$ cat src/rtl/y86_regfile.sv
// Y86 register file: 15 x DATA_W registers, two combinational read ports,
// two writeback ports (E from execute, M from memory) with M priority on a
// collision, a committed-write counter and a registered E/M collision flag.
module y86_regfile #(
    parameter int          DATA_W = 64,
    parameter logic [3:0]  RNONE  = 4'hF
) (
    input  logic              clk,
    input  logic              rst,
    input  logic              wr_en,
    input  logic [3:0]        srcA,
    input  logic [3:0]        srcB,
    input  logic [3:0]        dstE,
    input  logic [DATA_W-1:0] valE,
    input  logic [3:0]        dstM,
    input  logic [DATA_W-1:0] valM,
    output logic [DATA_W-1:0] valA,
    output logic [DATA_W-1:0] valB,
    output logic [15:0]       wr_cnt,
    output logic              conflict
);

    localparam int NREG = 15;

    logic [DATA_W-1:0] regs [0:NREG-1];

    // An ID is a real write target only if it is not RNONE and names one of
    // the 15 physical registers.
    logic e_vld, m_vld, same_dst;
    logic [1:0]  wr_num;
    logic [15:0] wr_add;

    // Write-port qualification and number of distinct registers written.
    always_comb begin
        e_vld    = (dstE != RNONE) && (dstE < 4'(NREG));
        m_vld    = (dstM != RNONE) && (dstM < 4'(NREG));
        same_dst = e_vld && m_vld && (dstE == dstM);
        wr_num   = 2'(e_vld) + 2'(m_vld) - 2'(same_dst);
        wr_add   = {14'd0, wr_num};
    end

    // Per-register storage; reset dominates, then M wins over E.
    for (genvar i = 0; i < NREG; i++) begin : g_reg
        always_ff @(posedge clk) begin
            if (rst)
                regs[i] <= '0;
            else if (wr_en && m_vld && (dstM == 4'(i)))
                regs[i] <= valM;
            else if (wr_en && e_vld && (dstE == 4'(i)))
                regs[i] <= valE;
        end
    end

    // Commit counter (wraps freely) and collision flag, both held when wr_en=0.
    always_ff @(posedge clk) begin
        if (rst) begin
            wr_cnt   <= '0;
            conflict <= 1'b0;
        end else if (wr_en) begin
            wr_cnt   <= wr_cnt + wr_add;
            conflict <= same_dst;
        end
    end

    // Combinational reads of pre-edge contents; RNONE or an unmapped ID reads 0.
    always_comb begin
        valA = '0;
        valB = '0;
        if (srcA != RNONE && srcA < 4'(NREG)) valA = regs[srcA];
        if (srcB != RNONE && srcB < 4'(NREG)) valB = regs[srcB];
    end

endmodule

$ cat config.mk
export PLATFORM = sky130hd
export DESIGN_NAME = y86_regfile
export DESIGN_NICKNAME = d
export VERILOG_FILES = /design/src/rtl/y86_regfile.sv
export SDC_FILE = /design/constraint.sdc
export NUM_CORES = 2
export LEC_CHECK = 0
export BUFFER_PORTS_ARGS = -buffer_cell sky130_fd_sc_hd__buf_2
export CORE_MARGIN = 3
export CORE_UTILIZATION = 40
export CTS_CLUSTER_DIAMETER = 200
export DETAILED_ROUTE_END_ITERATION = 8
export PLACE_DENSITY = 0.57
export SYNTH_ARGS = -nofsm -noshare
export SYNTH_HDL_FRONTEND = slang
export SYNTH_SLANG_ARGS = --single-unit
export TNS_END_PERCENT = 10
$ cat constraint.sdc
create_clock -name clk -period 5.1 [get_ports clk]
set_input_delay 0 -clock clk [delete_from_list [all_inputs] [get_ports clk]]
set_output_delay 0 -clock clk [all_outputs]
set_load 0.01 [all_outputs]
## Word-level counts from Yosys, hierarchy flattened

Memory sizes are Yosys's and may differ from the RTL's.
Cells that the tools add are included.

- Latch bits: 0
- Bits in read-only memories: 0
- Memories kept: 1
- RAM bits: 960
- Flip-flop bits (word level): 17
- Logic and storage cells: 252

- Reduce and logical (&&, ||, !) cells: 40
- Muxes and demuxes: 139
- Equality and inequality tests: 33
- Magnitude comparators: 4
- $add $sub $neg: 3
- Bitwise logic cells: 30
- $mul: 0
- Shift-type cells: 0
- Div/mod/pow operators: 0

Memory list:

| name | depth | width | read ports | clocked after Yosys merged registers in | write ports | line | source |
|---|---|---|---|---|---|---|---|
| regs | 15 | 64 | 2 | 0 | 15 | 25 | `logic [DATA_W-1:0] regs [0:NREG-1];` |

Operators with widths:

| cell | count |
|---|---|
| 64-bit two-way mux | 32 |
| 1-bit two-way mux | 107 |
| 4-bit equality test (second input constant) | 14 |
| 1-bit logical AND | 38 |
| 4-bit by 3-bit equality test with 1-bit output (second input constant) | 8 |
| 1-bit bitwise OR | 30 |
| 16-bit by 2-bit adder with 16-bit output | 1 |
| 4-bit by 2-bit equality test with 1-bit output (second input constant) | 4 |
| 4-bit < comparator (second input constant) | 4 |
| 4-bit inequality test (second input constant) | 4 |
| 4-bit by 1-bit equality test with 1-bit output (second input constant) | 2 |
| 4-bit zero test | 2 |
| 4-bit equality test | 1 |
| 1-bit by 1-bit adder with 2-bit output | 1 |
| 2-bit by 1-bit subtractor with 2-bit output | 1 |

## Depth between registers and ports, before layout

- Depth after elaboration: 9
- Depth in mapped cells: 13
- Mapped depth without buffers: 12

## Worst setup path before layout

Ideal clock, no wire load.

- Kind: input -> register
- Start point: input port wr_en
- End point: memory regs[13][0] (enable)
- Required time: 4.586 ns
- Path slack: 0.673 ns
- Stages on the path: 4
- Data arrival time: 3.914 ns
- Cells stage by stage: buf_4 buf_2 nand3_1 o221ai_1

RTL lines:

| what | line | source |
|---|---|---|
| start, declared | 10 | `input logic wr_en,` |
| end, declared | 25 |  |

## Worst setup path in the final report

- Start point: input port dstE[2]
- End point: register wr_cnt[15]

- Cells in the longest elaborated chain, start to end: 6

RTL lines:

| what | line | source |
|---|---|---|
| start, declared | 13 | `input logic [3:0] dstE,` |
| 4-bit < comparator or 4-bit inequality test (tied branches) | 35 | `e_vld = (dstE != RNONE) && (dstE < 4'(NREG));` |
| 1-bit logical AND | 35 |  |
| 1-bit logical AND | 37 | `same_dst = e_vld && m_vld && (dstE == dstM);` |
| 1-bit logical AND * | 37 |  |
| net same_dst | 29 | `logic e_vld, m_vld, same_dst;` |
| 2-bit by 1-bit subtractor with 2-bit output * | 38 | `wr_num = 2'(e_vld) + 2'(m_vld) - 2'(same_dst);` |
| 16-bit by 2-bit adder with 16-bit output * | 60 | `wr_cnt <= wr_cnt + wr_add;` |
| end signal, assigned | 60 |  |
| end, declared | 19 | `output logic [15:0] wr_cnt,` |

Mark *: on every way through the listed nets, which the timed path passes. The rest lies on a longest branch.
A chain may end at the register's enable or synchronous reset.

==> reports/qor.yml <==
worstPathRequired_ns: 5.74
slew_viol_final: 0
yosys_warnings: 0
startpoint_type: "input pin"
gp_congestion: 0.821
synthTopCellsByCount: "a22o_1 (960), edfxtp_1 (960), mux2i_1 (449)"
grt_antenna_before_repair: 15
yosys-top-cells-area: "edfxtp_1 (52%), a22o_1 (15%), mux2i_1 (8.1%)"
met3_usage_pct: 6.36
cts_hold_buf: 201
cp_slowest_cell: "dlygate4sd3_1"
dieArea_sq_um: 142000
root_buffer: "clkbuf_16"
timing.final.crit_share_pct: 79.6
via_per_inst: 7.18
netlist_instances: 4077
status: "completed"
clockBufferDepth: 3
ios: 292
irDropWorstVdd_uv: 299
cts_inserted_buffers: 109
wire_per_inst_um: 37.3
cts.sinks: 977
end_kind: "register"
leakage_uw: 0.0228
cts_tree: "done"
routed_wl_mm: 228
rsz0062_at_grt: "no"
placementRows: 135
worst-endpoint-arrival_ns: 4.70
final_nets: 4402
setup_viol: 0
clock_skew_ns: 0.00937
grt.overflow.total: 0
dr.pass1.iters: 6
busiest_layer: "met2"
coreArea_sq_um: 136000
crit_type: "input pin to register"
cts_setup_buffers: 0
worstMarginPinSlew_ns: 1.33
ys_ff_latch: 977
postCtsResizedCells: 0
fmax_mhz: 246
drc_errors: 0
nFillCells: 12100
synth_cell_types: 53
crit_chain: "dlygate4sd3_1, buf_2, xnor2_1, dlygate4sd3_1, nand2_1, dlygate4sd3_1, nor4_1, ha_1, inv_1, ha_1, xor2_1, ha_1, a21oi_1, or3b_2, or4_1, a21oi_1"
power_density_nw_per_um2: 319
grt_pass1_wl_mm: 321
drive_gt1_share_pct: 20.1
grtUsageTotal_pct: 31.1
synth_top_area_share_pct: 52.3
grt_max_degree: 95
hpwl_mm: 121
crit_path_max_incr_delay_ns: 0.56
first_global_vias: 43300
hold_path.class: "input pin to register"
drv_cap: 0
area_delta_synth_final_pct: 15.0
cp_max_fo: 7
synth_area_leader_cell: "edfxtp_1"
htreeDepth: 3
via_count: 44000
power_uw: 20200
die_w_um: 377
portBuffers: 291
met1_usage_pct: 41.8
ant_nets: 0
clock_latency_ns: 0.71
hold_viol_final: 0
syn_area_per_cell_sq_um: 13.5
finalSetupTns_ns: 0
drt_iter0_markers: 6369
netlist_area_sq_um: 55200
synthArstFlopShare_pct: 0
die_y_um: 377
met2_usage_pct: 48.7
clkTransAtPathRegs_ns: 0.06
yosysSeqAreaShare_pct: 52.9
syn_nets: 4229
finalCriticalPeriod_ns: 4.06
synth_flop_cell: "edfxtp_1"
synth-edff-count: 960
initial_core_util_pct: 40.5
relSlewSlack_pct: 10.9
state kept, by name, indices dropped and copies added, names as in the netlist:
register  count
wr_cnt       16
regs        960
conflict      1
metal layers:
layer / wire length (um) / vias up
met4: 10200 / 6
met5: 93 / -
met3: 26900 / 615
met1: 87300 / 22600
li1: - / 17400
met2: 104000 / 3337
power breakdown:
group	internal, uW	total (uW)	switching [uW]
combinational	1070	2960	1890
sequential	9400	9690	290
clock	4210	7580	3370
worst max-delay path, delay by kind of cell:
kind,cells,cell delay [ns]
simple gates,4,1.52
xor+xnor,2,0.38
fa+ha+maj,3,0.62
compound gates,2,0.31
buf+inv,5,1.86
cells in the final DEF, fill, tap and decap left out, types with 33 or more instances in the layout:
cell type	instances
a22o_1	960
edfxtp_1	960
mux2i_1	449
buf_2	283
dlygate4sd3_1	201
o21ai_0	195
mux4_2	193
a221oi_1	127
clkbuf_16	111
buf_4	104
nor2_1	89
nand2_1	74
a21oi_1	70
mux2_2	64
o22ai_1	64
a221o_1	64
o211ai_1	64
clkinv_1	33
path summary, 6_finish.rpt:
path                                 start          end  slack, ns  cells past startpoint
worst max-delay path               dstE[2]   wr_cnt[15]       1.04                     16
worst min register to register  wr_cnt[15]   wr_cnt[15]       0.49                      2
worst min-delay path               dstM[1]  regs[8][42]       0.11                      4
worst max register to register   wr_cnt[1]   wr_cnt[15]       2.99                      5
cell type report:
class                   count  area [sq um]  area share (%)
flip-flops and latches    977         29200            46.0
multi-input cells        2543         24000            37.8
repair buffers            615          4730            7.46
clock buffers             135          2870            4.52
well taps                1781          2230            3.51
clock inverters            63           443           0.698
diodes                     12          30.0          0.0473
inverters                   4          15.0          0.0237
through the flow:
stage / hold slack (ns) / cells / util, % / cell area, sq um / worst slack [ns]
6_report: 0.113 / 6130 / 46.6 / 63500 / 1.04
3_3_place_gp: 0.414 / 5719 / 42.7 / 58100 / 1.58
2_1_floorplan: 0.202 / 4077 / - / 55200 / 0.673
4_1_cts: 0.0680 / 6118 / 46.6 / 63400 / 1.15
5_1_grt: 0.138 / 6122 / 46.6 / 63400 / 0.845
3_5_place_dp: 0.417 / 5719 / 42.7 / 58100 / 1.61
cells by family (layout without fill, tap and decap cells):
group,after synthesis,count (layout),share of synthesized area [%]
AO/OA/AOI/OAI,1559,1559,22.7
XOR/XNOR,14,14,0.222
adder cells (fa/ha/maj),5,5,0.127
buffers and inverters,557,817,4.34
flip-flops,977,977,52.9
multiplexers,706,706,17.3
other,0,12,0
AND/OR/NAND/NOR,259,259,2.44
(Power assumes the default switching activity.)
